### src/rtl/cache_pkg.sv
// Shared types and helpers for the way victim selector.
// Latency: n/a (declarations only).
// Backpressure: n/a.
package cache_pkg;

    typedef enum logic {
        REPL_PLRU = 1'b0,
        REPL_RR   = 1'b1
    } repl_mode_e;

    // Index width that never collapses to zero, so a single-set cache still has a set port.
    function automatic int clog2_min1(input int n);
        return (n <= 1) ? 1 : $clog2(n);
    endfunction

endpackage

### src/rtl/way_victim_selector_plru_tree.sv
// Tree pseudo-LRU helper: victim lookup and access update for one set's node bits.
// Latency: combinational.
// Backpressure: none, pure function of its inputs.
module plru_tree #(
    parameter int N_WAYS = 4
) (
    input  logic [N_WAYS-2:0]         i_node_bits,
    input  logic [$clog2(N_WAYS)-1:0] i_access_way,
    output logic [$clog2(N_WAYS)-1:0] o_victim_way,
    output logic [N_WAYS-2:0]         o_next_bits
);
    localparam int WAY_W   = $clog2(N_WAYS);
    localparam int N_NODES = N_WAYS - 1;

    // Walk from the root following each node bit; the bits taken spell the victim MSB first.
    always_comb begin : victim_walk
        int   node;
        logic b;
        node         = 0;
        b            = 1'b0;
        o_victim_way = '0;
        for (int l = 0; l < WAY_W; l++) begin
            b = 1'b0;
            for (int n = 0; n < N_NODES; n++) begin
                if (n == node) b = i_node_bits[n];
            end
            o_victim_way[WAY_W-1-l] = b;
            node = 2 * node + 1 + int'(b);
        end
    end

    // Walk the access way's path and flip every node on it to point at the other subtree.
    always_comb begin : access_update
        int   node;
        logic dir;
        node        = 0;
        dir         = 1'b0;
        o_next_bits = i_node_bits;
        for (int l = 0; l < WAY_W; l++) begin
            dir = i_access_way[WAY_W-1-l];
            for (int n = 0; n < N_NODES; n++) begin
                if (n == node) o_next_bits[n] = ~dir;
            end
            node = 2 * node + 1 + int'(dir);
        end
    end

endmodule

### src/rtl/way_victim_selector.sv
// Picks the fill way for each allocation request; flags eviction when the set is full.
// Latency: 1 cycle from alloc_req to alloc_ack, one result per cycle.
// Backpressure: none, a request is accepted every cycle and never stalled.
module way_victim_selector
    import cache_pkg::*;
#(
    parameter int N_WAYS    = 4,
    parameter int N_SETS    = 16,
    parameter int REPL_MODE = 0,
    localparam int WAY_W    = $clog2(N_WAYS),
    localparam int SET_W    = clog2_min1(N_SETS)
) (
    input  logic              clk,
    input  logic              rst,
    input  logic              alloc_req,
    input  logic [SET_W-1:0]  alloc_set,
    input  logic [N_WAYS-1:0] valid_ways,
    input  logic              touch_en,
    input  logic [SET_W-1:0]  touch_set,
    input  logic [WAY_W-1:0]  touch_way,
    output logic              alloc_ack,
    output logic [WAY_W-1:0]  alloc_way,
    output logic              alloc_evict
);
    localparam int N_NODES = N_WAYS - 1;
    localparam bit IS_RR   = (REPL_MODE == int'(REPL_RR));
    localparam bit ONE_SET = (N_SETS == 1);

    logic [N_NODES-1:0] r_plru   [N_SETS];
    logic [WAY_W-1:0]   r_rr_ptr [N_SETS];
    logic               r_ack;
    logic [WAY_W-1:0]   r_way;
    logic               r_evict;

    logic [SET_W-1:0]   w_alloc_idx;
    logic [SET_W-1:0]   w_touch_idx;
    logic               w_all_valid;
    logic [WAY_W-1:0]   w_free_way;
    logic [WAY_W-1:0]   w_plru_victim;
    logic [WAY_W-1:0]   w_alloc_way;
    logic [N_NODES-1:0] w_alloc_next;
    logic [N_NODES-1:0] w_touch_next;
    logic [WAY_W-1:0]   w_unused_touch_victim;
    logic               w_touch_wr;

    // A single-set cache only has entry 0; any other index folds onto it.
    assign w_alloc_idx = ONE_SET ? '0 : alloc_set;
    assign w_touch_idx = ONE_SET ? '0 : touch_set;
    assign w_all_valid = &valid_ways;

    // Lowest-index invalid way; scanning downward lets the lowest one win.
    always_comb begin
        w_free_way = '0;
        for (int i = N_WAYS - 1; i >= 0; i--) begin
            if (!valid_ways[i]) w_free_way = WAY_W'(i);
        end
    end

    plru_tree #(.N_WAYS(N_WAYS)) u_alloc_tree (
        .i_node_bits  (r_plru[w_alloc_idx]),
        .i_access_way (w_alloc_way),
        .o_victim_way (w_plru_victim),
        .o_next_bits  (w_alloc_next)
    );

    plru_tree #(.N_WAYS(N_WAYS)) u_touch_tree (
        .i_node_bits  (r_plru[w_touch_idx]),
        .i_access_way (touch_way),
        .o_victim_way (w_unused_touch_victim),
        .o_next_bits  (w_touch_next)
    );

    assign w_alloc_way = !w_all_valid ? w_free_way
                       : (IS_RR ? r_rr_ptr[w_alloc_idx] : w_plru_victim);

    // An allocation to the same set takes priority, so the colliding touch is dropped.
    assign w_touch_wr = touch_en && !IS_RR && !(alloc_req && (w_touch_idx == w_alloc_idx));

    // Result registers and per-set replacement state; reset overrides any request.
    always_ff @(posedge clk) begin
        if (rst) begin
            r_ack   <= 1'b0;
            r_way   <= '0;
            r_evict <= 1'b0;
            for (int s = 0; s < N_SETS; s++) begin
                r_plru[s]   <= '0;
                r_rr_ptr[s] <= '0;
            end
        end else begin
            r_ack <= alloc_req;
            if (alloc_req) begin
                r_way   <= w_alloc_way;
                r_evict <= w_all_valid;
            end
            if (w_touch_wr) begin
                r_plru[w_touch_idx] <= w_touch_next;
            end
            if (alloc_req) begin
                if (!IS_RR) begin
                    r_plru[w_alloc_idx] <= w_alloc_next;
                end else if (w_all_valid) begin
                    r_rr_ptr[w_alloc_idx] <= r_rr_ptr[w_alloc_idx] + WAY_W'(1);
                end
            end
        end
    end

    assign alloc_ack   = r_ack;
    assign alloc_way   = r_way;
    assign alloc_evict = r_evict;

endmodule
### config.mk
export PLATFORM = sky130hd
export DESIGN_NAME = way_victim_selector
export DESIGN_NICKNAME = d
export VERILOG_FILES = /design/src/rtl/cache_pkg.sv /design/src/rtl/way_victim_selector_plru_tree.sv /design/src/rtl/way_victim_selector.sv
export SDC_FILE = /design/constraint.sdc
export NUM_CORES = 1
export LEC_CHECK = 0
export ABC_AREA = 1
export BUFFER_PORTS_ARGS = -buffer_cell sky130_fd_sc_hd__buf_2
export CORE_ASPECT_RATIO = 0.6
export CORE_MARGIN = 5
export CORE_UTILIZATION = 55
export DETAILED_ROUTE_END_ITERATION = 7
export GPL_TIMING_DRIVEN = 0
export HOLD_SLACK_MARGIN = 0.08
export PLACE_DENSITY_LB_ADDON = 0.2
export REMOVE_ABC_BUFFERS = 1
export SYNTH_ARGS = -nofsm -noshare
export SYNTH_HDL_FRONTEND = slang
export SYNTH_SLANG_ARGS = --single-unit
### constraint.sdc
create_clock -name clk -period 2.9 [get_ports clk]
set_input_delay 0.29 -clock clk [delete_from_list [all_inputs] [get_ports clk]]
set_output_delay 0.29 -clock clk [all_outputs]
set_load 0.05 [all_outputs]
==> qor.yml <==
gp_congestion: 0.918
ys_seq_area_share_pct: 42.2
layout_setup_ws_ns: 0.197
antenna_found_initial: 0
seqPwrFrac_pct: 54.7
dp_hpwl_mm: 7.01
maxSlewHeadroom_pct: 24.8
synth_edf_count: 48
critPathMaxStageDelay_ns: 0.57
period_needed_ns: 2.70
overflow: 0
avgViaCountPerCell: 5.61
numCtsBuffers: 5
intPower_uw: 1090
drc: 0
arrival_ns: 2.88
final_hold_viol_count: 0
place_inst: 633
comb_power_share_pct: 18.3
port_buffers: 21
rsz0062_at_grt: "no"
cpMaxStageDelayCell: "o21ai_2"
die_width_um: 115
die_h_um: 72.7
layout-drive-gt1-share_pct: 7.54
finalPower_uw: 1580
fin_worst_skew_ns: 0.0125
root_buffer: "clkbuf_8"
final_cells: 641
synth_cell_type_count: 26
first_pass_iters: 5
ant_nets: 0
drv_cap: 0
initial_core_util_pct: 57.7
seq_area_um2: 1520
area_growth_pct: 4.89
finalNetCount: 574
ff2ff_path_depth: 12
fp.coreArea_um2: 6250
status: "finished, final reports clean"
wire_per_inst_um: 16.0
final_common_cell: "nand2_1"
wirelength_mm: 10.3
rows: 22
synth-main-ff-cell: "edfxtp_1"
postCtsSetupBuffers: 0
syn_inst: 550
max_freq_mhz: 370
layout_common_cells: "nand2_1 (285), nor2_1 (51), edfxtp_1 (48), inv_1 (42), nand3_1 (42)"
min_path_cells: 2
diodes: 0
required_ns: 3.07
grt_pass1_vias: 3274
yosysWarnings: 0
yosysTopAreaCell: "edfxtp_1"
htree_num_levels: 2
swShare_pct: 30.8
clk_latency_ns: 0.31
p_sw_uw: 485
synth_seq_cells: 52
num-fill-cells: 585
critPathLaunchType: "input pin"
tightest_slew_ns: 1.13
pre_cts_ws_ns: -0.328
pwr_density_cell_nw_per_um2: 417
utilization_pct: 60.5
hold_class: "input pin to flip-flop"
finalSetupViolations: 0
synth-async-reset-ratio_pct: 0
clockPowerShare_pct: 27.1
first_iter_violations: 515
peakVddDrop_mv: 0.216
maxSlewViolCount: 0
synth_top_area_share_pct: 40.0
path_clk_slew_ns: 0.10
syn_avg_cell_area_um2: 6.56
grt_max_degree: 33
end_kind: "flip-flop"
multiInputGateArea_um2: 1780
path_max_fanout: 27
netlist_top_cells_area: "edfxtp_1 (40%), nand2_1 (30%), nand3_1 (5.8%), nor2_1 (5.4%), inv_1 (4.4%)"
vias: 3596
cts_tree: "done"
crit_chain: "buf_2 -> inv_4 -> nand2_1 -> nand2_1 -> nand2_1 -> nand2_1 -> nand2_1 -> nand2_1 -> nor2_1 -> o21ai_2 -> nand3_1 -> nand2_2 -> nand2_1 -> nand2_1"
cts.path.max_buffers: 2
crit_top_cell: "nand2_1"
cts_sinks: 52
grt_first_pass_wirelength_mm: 16.4
fin_crit_sh_pct: 93.2
power.leakage_uw: 0.00189
die_area_um2: 8330
grtUsageTotal_pct: 25.5
syn_area_um2: 3610
io_pins: 22
critPathKind: "input pin to flip-flop"
## power groups by stage
stage	combinational (uW)	sequential, uW	clock, uW
after floorplan	165	886	0
after global placement	270	877	0
after detailed placement	277	879	0
after CTS	279	861	417
after global routing	314	864	445
final	288	861	427
## Yosys cell counts (all sizes together), types with 2 or more instances
cell type and n:
nand2 288, nor2 53, edfxtp 48, inv 46, nand3 44, o21ai 34
buf 14, clkbuf 9, dfxtp 4, a21oi 3, nor3 2
## what timing repair did
| item | in CTS | in global routing |
|---|---|---|
| gates resized for setup | 1 | 0 |
| endpoints found under the setup margin | 32 | 0 |
| hold buffers | 0 | 0 |
## kinds of logic after synthesis
| family | Yosys count | synth area share [%] |
|---|---|---|
| AND/OR/NAND/NOR | 388 | 42.9 |
| buffers and inverters | 70 | 8.74 |
| flip-flops | 52 | 42.2 |
| AO/OA/AOI/OAI | 39 | 5.93 |
| XOR/XNOR | 1 | 0.243 |
## registers in the layout (all words and copies together), names as in the netlist
name	count
alloc_way	2
alloc_evict	1
r_plru	48
alloc_ack	1
## cell type report
type	count	area share [%]
Tap cell	84	2.78
Multi-Input combinational cell	428	46.9
Inverter	47	4.73
Sequential cell	52	40.2
Timing Repair Buffer	22	3.18
Clock buffer	7	2.02
Clock inverter	1	0.132
## final timing paths
kind	start	end	slack, ns
worst max-delay path	alloc_set[0]	r_plru[2][2]	0.20
worst min-delay path	alloc_req	alloc_evict	0.27
worst max register to register	r_plru[10][0]	r_plru[2][2]	0.53
worst min register to register	alloc_way[1]	alloc_way[1]	0.52
## metrics by stage
step | instance area, um2 | TNS (ns) | hold WS, ns
floorplan | 3470 | 0 | 0.385
global placement | 3680 | -22.21 | 0.493
detailed placement | 3700 | -9.73 | 0.507
CTS | 3780 | 0 | 0.261
global route | 3780 | 0 | 0.265
finish | 3780 | 0 | 0.269
## per-layer routing
layer,up-vias,GRT usage (%),wire length [um]
met1,1596,36.7,4400
li1,1740,-,-
met4,0,5.53,100
met2,245,39.4,4400
met5,-,0,0
met3,15,5.80,1360
## worst max-delay path, delay by kind of cell
family / cells / cell delay [ns]
compound gates: 1 / 0.57
buf+inv: 2 / 0.62
simple gates: 11 / 1.36
No activity file was read; power rests on OpenSTA's default activity.
